===== config.mk =====
export PLATFORM = sky130hd
export DESIGN_NAME = vga_timing_monitor
export DESIGN_NICKNAME = d
export VERILOG_FILES = /design/src/rtl/vga_timing_monitor.sv
export SDC_FILE = /design/constraint.sdc
export NUM_CORES = 1
export LEC_CHECK = 0
export CORE_ASPECT_RATIO = 0.7
export CORE_MARGIN = 8
export CORE_UTILIZATION = 49
export CTS_BUF_LIST = sky130_fd_sc_hd__clkbuf_16
export DETAILED_ROUTE_END_ITERATION = 7
export GPL_ROUTABILITY_DRIVEN = 1
export PLACE_DENSITY = 0.73
export SYNTH_ARGS = -nofsm -noshare
export SYNTH_HDL_FRONTEND = slang
export SYNTH_SLANG_ARGS = --single-unit

===== constraint.sdc =====
create_clock -name clk -period 3.8 [get_ports clk]
set_input_delay 0.76 -clock clk [delete_from_list [all_inputs] [get_ports clk]]
set_output_delay 0.76 -clock clk [all_outputs]
set_load 0.05 [all_outputs]

===== src/rtl/vga_timing_monitor.sv =====
// Receive-side VGA timing checker: measures line/frame/sync geometry of an incoming
// sync+blank stream, recovers pixel coordinates and declares lock after clean frames.
module vga_timing_monitor #(
    parameter int H_TOTAL     = 1344,
    parameter int V_TOTAL     = 806,
    parameter int H_SYNC_LEN  = 112,
    parameter int V_SYNC_LEN  = 6,
    parameter int LOCK_FRAMES = 2
) (
    input  logic        clk,
    input  logic        rst,
    // sync/blank fields of the upstream vga_if stream (hcount, vcount, rgb are not needed)
    input  logic        hsync,
    input  logic        vsync,
    input  logic        hblnk,
    input  logic        vblnk,
    output logic [10:0] x,
    output logic [10:0] y,
    output logic        de,
    output logic        locked,
    output logic [11:0] line_len,
    output logic [10:0] frame_lines,
    output logic        err,
    output logic [7:0]  err_count
);
    localparam logic [11:0] H_TOTAL_W = 12'(H_TOTAL);
    localparam logic [11:0] H_SYNC_W  = 12'(H_SYNC_LEN);
    localparam logic [11:0] TIMEOUT_W = 12'(2 * H_TOTAL);
    localparam logic [10:0] V_TOTAL_W = 11'(V_TOTAL);
    localparam logic [10:0] V_SYNC_W  = 11'(V_SYNC_LEN);
    localparam logic [7:0]  LOCK_W    = 8'(LOCK_FRAMES);

    localparam logic [1:0] SEARCH = 2'd0;
    localparam logic [1:0] VERIFY = 2'd1;
    localparam logic [1:0] LOCKED = 2'd2;

    logic        hsync_q, vsync_q, hblnk_q, vblnk_q;
    logic [11:0] pcnt, hw_cnt;
    logic [10:0] lcnt, vw_cnt;
    logic        frame_bad;
    logic [1:0]  state, state_nxt;
    logic [7:0]  good_cnt, good_nxt;

    logic        hs_rise, hs_fall, vs_rise, vs_fall, hb_fall, vb_fall;
    logic [11:0] period_new;
    logic [10:0] lines_new;
    logic        line_err, vw_fail, frame_good, timeout;

    assign hs_rise = hsync & ~hsync_q;
    assign hs_fall = ~hsync & hsync_q;
    assign vs_rise = vsync & ~vsync_q;
    assign vs_fall = ~vsync & vsync_q;
    assign hb_fall = hblnk_q & ~hblnk;
    assign vb_fall = vblnk_q & ~vblnk;

    assign period_new = pcnt + 12'd1;
    assign lines_new  = lcnt + {10'd0, hs_rise};

    // The verdict folds in errors seen on the vsync-rise cycle itself, before frame_bad clears.
    assign line_err   = (hs_rise & (period_new != H_TOTAL_W)) | (hs_fall & (hw_cnt != H_SYNC_W));
    assign vw_fail    = vs_fall & (vw_cnt != V_SYNC_W);
    assign frame_good = ~(frame_bad | line_err | vw_fail) & (lines_new == V_TOTAL_W);
    assign timeout    = (pcnt == TIMEOUT_W);

    always_comb begin
        // NOTE: defaults first so every path assigns both outputs and no latch is inferred.
        state_nxt = state;
        good_nxt  = good_cnt;
        if (timeout) begin
            state_nxt = SEARCH;
        end else begin
            case (state)
                SEARCH: if (vs_rise) begin
                    state_nxt = VERIFY;
                    good_nxt  = 8'd0;
                end
                VERIFY: if (vs_rise) begin
                    if (frame_good) begin
                        good_nxt = good_cnt + 8'd1;
                        if (good_cnt + 8'd1 == LOCK_W) state_nxt = LOCKED;
                    end else begin
                        good_nxt = 8'd0;
                    end
                end
                LOCKED: if (line_err || (vs_rise && !frame_good)) state_nxt = SEARCH;
                default: state_nxt = SEARCH;
            endcase
        end
    end

    always_ff @(posedge clk or posedge rst) begin
        if (rst) begin
            hsync_q     <= 1'b0;
            vsync_q     <= 1'b0;
            hblnk_q     <= 1'b0;
            vblnk_q     <= 1'b0;
            pcnt        <= 12'd0;
            hw_cnt      <= 12'd0;
            lcnt        <= 11'd0;
            vw_cnt      <= 11'd0;
            frame_bad   <= 1'b0;
            line_len    <= 12'd0;
            frame_lines <= 11'd0;
            x           <= 11'd0;
            y           <= 11'd0;
            de          <= 1'b0;
            state       <= SEARCH;
            good_cnt    <= 8'd0;
            locked      <= 1'b0;
            err         <= 1'b0;
            err_count   <= 8'd0;
        end else begin
            // NOTE: non-blocking throughout, so every term above sees pre-edge values.
            hsync_q <= hsync;
            vsync_q <= vsync;
            hblnk_q <= hblnk;
            vblnk_q <= vblnk;

            if (hs_rise) begin
                line_len <= period_new;
                pcnt     <= 12'd0;
            end else if (pcnt != 12'hFFF) begin
                pcnt <= pcnt + 12'd1;
            end

            if (vs_rise) begin
                frame_lines <= lines_new;
                lcnt        <= 11'd0;
            end else if (hs_rise && lcnt != 11'h7FF) begin
                lcnt <= lcnt + 11'd1;
            end

            if (hs_rise)                        hw_cnt <= 12'd1;
            else if (hsync && hw_cnt != 12'hFFF) hw_cnt <= hw_cnt + 12'd1;

            if (vs_rise)                                    vw_cnt <= {10'd0, hs_rise};
            else if (vsync && hs_rise && vw_cnt != 11'h7FF) vw_cnt <= vw_cnt + 11'd1;

            if (vs_rise)                  frame_bad <= 1'b0;
            else if (line_err || vw_fail) frame_bad <= 1'b1;

            x  <= hb_fall ? 11'd0 : x + 11'd1;
            if (vb_fall)      y <= 11'd0;
            else if (hb_fall) y <= y + 11'd1;
            de <= ~hblnk & ~vblnk;

            state    <= state_nxt;
            good_cnt <= good_nxt;

            // Lock only ever leaves LOCKED toward SEARCH, so a falling locked is a loss.
            locked <= (state == LOCKED);
            err    <= locked & (state != LOCKED);
            if (locked && state != LOCKED && err_count != 8'hFF) err_count <= err_count + 8'd1;
        end
    end
endmodule


==> results.ini, run 1 <==
[clock_network]
postCtsSetupRepairBufs = 0
clk_pin_slew_worst_paths_ns = 0.05
cts_buffers = 17
cts.repair.resized = 0
postCtsHoldBufs = 0
tritoncts = yes
clk_latency_ns = 0.41
cts.sinks = 117
clock_path_buffers = 2
htree_levels = 4
cts-root-buf = clkbuf_16

[critical_path]
critPathKind = primary input to flip-flop
r2r_cells = 10
worstSetupStartpointType = primary input
cp-end-kind = flip-flop
reg2reg_slack_ns = 0.93
cp_max_fo = 8
worstPathArrival_ns = 3.62
r2r_start = hsync_q$_DFF_PP0_
crit_required_ns = 4.13
crit_chain = clkdlybuf4s50_1 -> nand2_1 -> inv_1 -> ha_1 -> nand3_4 -> or4_4 -> and2_4 -> or4b_4 -> or3_1 -> a21boi_1
crit_slowest_cell = or4_4
r2r-end = state[1]$_DFFE_PP0P_
slowest_delay_ns = 0.55

[power_and_ir_drop]
power.density_nw_per_um2 = 486
peakVddDrop_uv = 337
p_int_mw = 2.48
power_frac_comb = 0.163
clkPwrFrac = 0.422
switching_share = 0.293
p_seq_frac = 0.415
cellLeakagePower_nw = 3.13
power_switching_mw = 1.03

[cells_and_area]
final_common_cell = dfrtp_1
layout_common_cells = 117 x dfrtp_1, 79 x nand2_1, 69 x nor2_1, 61 x clkdlybuf4s50_1, 36 x xor2_1
insertedDiodeCount = 0
final_cells = 845
drive_above_1_share = 0.0698
syn2layout_area_growth_pct = 22.5
layout.nets = 695

[drt]
wirelength_um = 13200
drtAntennaViolNets = 0
num_vias = 4699
wl_per_cell_um = 15.6
drt_iter0_drc = 313
first_pass_iters = 4
vias_per_cell = 5.56
drc = 0

[die]
core_region_area_um2 = 11700
die_y_um = 108
rows = 33
die_area_um2 = 15800
die_x_um = 147
start_util = 0.502
io_pins = 62

[synthesis]
synth-seq-cells = 117
synth.avg_cell_area_um2 = 9.58
ys_seq_area_frac = 0.497
synth_nets = 635
synth_cell_types = 55
synthFlopType = dfrtp_1
synth_warnings = 0
syn-cell-area_um2 = 5890
synthCells = 615
async_flop_share = 1.00
synth_edf_count = 0

[timing]
fin_hold_ws_ns = 0.471
maxSlewViolCount = 0
slew_headroom = 0.505
hold_viol_final = 0
worst_pin_slew_ns = 0.741
fmax_mhz = 304
finalWorstPathRequiredPeriod_ns = 3.29
grt_setup_unrepaired = false
fin_skew_ns = 0.00736
tns_ns = 0
finalCritPeriodShare = 0.866
setup_viol = 0

[flow_run]
maxCapViolCount = 0

[global_routing]
antenna_found_initial = 0
grt.overflow.total = 0
grt_max_degree = 67
track_usage = 0.169
grt_pass1_wl_um = 22000
grt_pass1_vias = 4458

[hold_path]
hp-start = line_len[1]$_DFFE_PP0N_
hold_path_end = line_len[1]$_DFFE_PP0N_
hold_path_class = flip-flop to flip-flop
min_path_cells = 2

[status]
outcome = finished clean

[placed_design]
place_congestion = 0.922
dp_cells = 813
hpwl_um = 8990
portBuffers = 61

-- worst max-delay path by stage --
stage | slack [ns] | end | startpoint | depth (start not counted)
floorplan | 0.12 | state[1]$_DFFE_PP0P_ | hsync | 11
global placement | 0.20 | state[1]$_DFFE_PP0P_ | hsync | 10
detailed placement | 0.13 | state[1]$_DFFE_PP0P_ | hsync | 10
CTS | 0.53 | state[1]$_DFFE_PP0P_ | hsync | 10
global route | 0.43 | state[1]$_DFFE_PP0P_ | hsync | 11
finish | 0.51 | state[1]$_DFFE_PP0P_ | hsync | 10
-- logic make-up after synthesis --
group | synth area share
xor gates and xnor gates | 0.0966
buffers and inverters | 0.0319
and+or+nand+nor | 0.242
adders and majority gates | 0.0297
DFF | 0.497
muxes | 0.00701
AOI/OAI and AO/OA | 0.0956
-- routing by layer --
| metal | vias to the layer above | global-route usage | wire [um] |
|---|---|---|---|
| met5 | - | 0 | 0 |
| met4 | 0 | 0.0537 | 122 |
| met3 | 16 | 0.0424 | 568 |
| met2 | 104 | 0.258 | 6200 |
| met1 | 2308 | 0.233 | 6300 |
| li1 | 2271 | - | - |
-- power groups by stage --
stage,registers [mW],logic [mW],clock network [mW]
after global routing,1.47,0.620,1.57
after detailed placement,1.47,0.573,0
final,1.45,0.573,1.48
after global placement,1.47,0.560,0
after floorplan,1.61,0.245,0
after CTS,1.45,0.580,1.51
-- state kept, by name, indices dropped and copies added, names as in the netlist, 2 cells and up --
name,count
hw_cnt,12
line_len,12
pcnt,12
frame_lines,11
lcnt,11
vw_cnt,11
x,11
y,11
err_count,8
good_cnt,8
state,2
-- metrics by stage --
stage	total power, mW	area (um2)	setup slack [ns]	utilization
floorplan	1.85	5900	0.116	-
global placement	2.03	6670	0.198	0.569
global route	3.66	7220	0.425	0.616
finish	3.51	7220	0.510	0.616
detailed placement	2.04	6670	0.134	0.569
CTS	3.54	7220	0.533	0.616
-- synth_stat cells, drive strengths merged (9+ instances only) --
cell    count  share of area
dfrtp     117           0.50
nor3       11         0.0093
nor2b       9         0.0096
ha         14          0.030
nand3      28          0.026
inv        18          0.011
or3         9         0.0096
nand2      79          0.050
xnor2      29          0.043
clkbuf     21          0.013
and3       12          0.013
nor2       69          0.044
nand4      23          0.024
xor2       36          0.054
a21oi      26          0.022
o21ai      25          0.021
-- critical path: cells and delay by family --
kind                     cells  cell delay (ns)
AO/OA/AOI/OAI                1             0.17
adder cells (fa/ha/maj)      1             0.22
buffers and inverters        2             0.58
AND/OR/NAND/NOR              6             1.88
-- area by class of cell --
class                           count  area, um2
Timing Repair Buffer               69        696
Sequential cell                   117       2930
Multi-Input combinational cell    452       2780
Fill cell                         986       4510
Tap cell                          157        196
Clock buffer                       17        425
Inverter                           18       71.3
Clock inverter                     15        124
No activity file was read; power rests on OpenSTA's default activity.
==> run 2, diff against run 1 <==
--- a/config.mk
+++ b/config.mk
@@ -5,10 +5,11 @@
 export SDC_FILE = /design/constraint.sdc
 export NUM_CORES = 1
 export LEC_CHECK = 0
+export ABC_CLOCK_PERIOD_IN_PS = 3800
 export CORE_ASPECT_RATIO = 0.7
 export CORE_MARGIN = 8
 export CORE_UTILIZATION = 49
-export CTS_BUF_LIST = sky130_fd_sc_hd__clkbuf_16
+export CTS_BUF_LIST = sky130_fd_sc_hd__clkbuf_4 sky130_fd_sc_hd__clkbuf_8 sky130_fd_sc_hd__clkbuf_16
 export DETAILED_ROUTE_END_ITERATION = 7
 export GPL_ROUTABILITY_DRIVEN = 1
 export PLACE_DENSITY = 0.73
==> run 2 against run 1 <==
  * Die area stayed put
  * Maximum frequency hardly changed
  * Final area is 0.43% higher
  * Cell count stayed put
  * Sequential power hardly changed
  * Count of clock-buffer cells in the layout is 5 higher
  * Non-clock buffer count stayed put
  * Via count is 0.26% lower
  * Highest routed layer unchanged
==> results.ini, run 2 (synthesized netlist as in run 1, its figures left out) <==
[cells_and_area]
syn2layout_area_growth_pct = 23.1
drive_above_1_share = 0.0770  ; +0.00727
final_common_cell = dfrtp_1
ff_latch_area_um2 = 2930  ; unchanged
layout_common_cells = 117 x dfrtp_1, 79 x nand2_1, 69 x nor2_1, 61 x clkdlybuf4s50_1, 36 x xor2_1
num-fill-cells = 981  ; -0.51%
insertedDiodeCount = 0  ; unchanged
multiInputGateArea_um2 = 2780  ; unchanged
reg_top3 = hw_cnt (12), line_len (12), pcnt (12)
layout.nets = 695  ; unchanged
final_cells = 845  ; unchanged

[timing]
setup_viol = 0  ; unchanged
grt_setup_unrepaired = false
fin_skew_ns = 0.00942  ; +0.00207 ns
finalWorstPathRequiredPeriod_ns = 3.29  ; -0.00252 ns
tns_ns = 0  ; unchanged
worst_pin_slew_ns = 0.742  ; +0.00124 ns
hold_viol_final = 0  ; unchanged
slew_headroom = 0.504  ; -0.000828
worst_slack_ns = 0.512  ; +0.00252 ns
finalCritPeriodShare = 0.865  ; about the same
fmax_mhz = 304  ; about the same
maxSlewViolCount = 0  ; unchanged

[critical_path]
cp_max_fo = 8  ; unchanged
crit_required_ns = 4.13  ; about the same
worstSetupStartpointType = primary input
r2r_start = hsync_q$_DFF_PP0_
critPathKind = primary input to flip-flop
worstPathArrival_ns = 3.61  ; about the same
cp-end-kind = flip-flop
r2r-end = state[1]$_DFFE_PP0P_
reg2reg_slack_ns = 0.94  ; about the same
r2r_cells = 10  ; unchanged

[drt]
drc = 0  ; unchanged
wl_per_cell_um = 15.6  ; about the same
drt_iter0_drc = 274  ; -12%
drtAntennaViolNets = 0  ; unchanged
first_pass_iters = 5  ; +1
num_vias = 4687  ; -0.26%
vias_per_cell = 5.55  ; -0.26%
wirelength_um = 13200  ; about the same

[die]
start_util = 0.502  ; unchanged
core_region_area_um2 = 11700  ; unchanged
die_area_um2 = 15800  ; unchanged
die_y_um = 108  ; unchanged
io_pins = 62  ; unchanged
die_x_um = 147  ; unchanged
rows = 33  ; unchanged

[clock_network]
clk_pin_slew_worst_paths_ns = 0.05  ; about the same
clk_latency_ns = 0.41  ; about the same
cts_buffers = 17  ; unchanged
postCtsSetupRepairBufs = 0  ; unchanged
clock_path_buffers = 2  ; unchanged
cts.sinks = 117  ; unchanged
cts.repair.resized = 0  ; unchanged
htree_levels = 4  ; unchanged
tritoncts = yes
postCtsHoldBufs = 0  ; unchanged
cts-root-buf = clkbuf_16

[global_routing]
track_usage = 0.169  ; about the same
grt_pass1_wl_um = 22000  ; +0.15%
grt_max_degree = 67  ; unchanged
antenna_found_initial = 0  ; unchanged
grt_pass1_vias = 4433  ; -0.56%
grt.overflow.total = 0  ; unchanged

[hold_path]
hp-start = line_len[1]$_DFFE_PP0N_
min_path_cells = 2  ; unchanged
hold_path_end = line_len[1]$_DFFE_PP0N_
hold_path_class = flip-flop to flip-flop

[power_and_ir_drop]
cellLeakagePower_nw = 3.14  ; +0.29%
power.density_nw_per_um2 = 495  ; +1.8%
peakVddDrop_uv = 364  ; +8.0%

[placed_design]
place_congestion = 0.922  ; unchanged
dp_cells = 813  ; unchanged
portBuffers = 61  ; unchanged
dp_slack_ns = 0.134  ; unchanged
hpwl_um = 8990  ; unchanged

[flow_run]
maxCapViolCount = 0  ; unchanged

[status]
outcome = finished clean

## run 2: cell type report
| type | count | area share |
|---|---|---|
| Clock inverter | 10 | 0.0145 |
| Sequential cell | 117 | 0.404 |
| Multi-Input combinational cell | 452 | 0.383 |
| Timing Repair Buffer | 69 | 0.0959 |
| Inverter | 18 | 0.00984 |
| Clock buffer | 22 | 0.0656 |
| Tap cell | 157 | 0.0271 |
## run 2: worst max path at each step
stage,start,to,slack (ns),depth (start not counted)
floorplan,hsync,state[1]$_DFFE_PP0P_,0.12,11
global placement,hsync,state[1]$_DFFE_PP0P_,0.20,10
detailed placement,hsync,state[1]$_DFFE_PP0P_,0.13,10
CTS,hsync,state[1]$_DFFE_PP0P_,0.53,10
global route,hsync,state[1]$_DFFE_PP0P_,0.42,11
finish,hsync,state[1]$_DFFE_PP0P_,0.51,10
## run 2: stage by stage
step | hold slack [ns] | area, um2 | util | power (mW)
after floorplan | 0.419 | 5900 | - | 1.85
after global placement | 0.459 | 6670 | 0.569 | 2.03
after detailed placement | 0.463 | 6670 | 0.569 | 2.04
after CTS | 0.477 | 7250 | 0.618 | 3.62
after global routing | 0.487 | 7250 | 0.618 | 3.73
final | 0.471 | 7250 | 0.618 | 3.59
## run 2: critical path, stage by stage
cell and delay, ns:
clkdlybuf4s50_1 0.50, nand2_1 0.09, inv_1 0.08, ha_1 0.22
nand3_4 0.13, or4_4 0.56, and2_4 0.18, or4b_4 0.53
or3_1 0.40, a21boi_1 0.17
## run 2: power breakdown
part	leakage, nW	internal [mW]	switching [mW]	total [mW]
registers	1.58	1.34	0.116	1.45
clock network	0.290	1.01	0.546	1.56
logic	1.27	0.199	0.375	0.574
## run 2: routing by layer
layer,global-route usage,share of wire,wire length (um)
met4,0.0544,0.012,152
met5,0,0,0
met2,0.259,0.47,6140
met3,0.0386,0.044,586
met1,0.234,0.48,6300
==> run 3, diff against run 2 <==
--- a/config.mk
+++ b/config.mk
@@ -13,6 +13,7 @@
 export DETAILED_ROUTE_END_ITERATION = 7
 export GPL_ROUTABILITY_DRIVEN = 1
 export PLACE_DENSITY = 0.73
+export SLEW_MARGIN = 10
 export SYNTH_ARGS = -nofsm -noshare
 export SYNTH_HDL_FRONTEND = slang
 export SYNTH_SLANG_ARGS = --single-unit
==> results of run 3 <==
No change in the layout: final DEF, timing and power equal those of run 2.
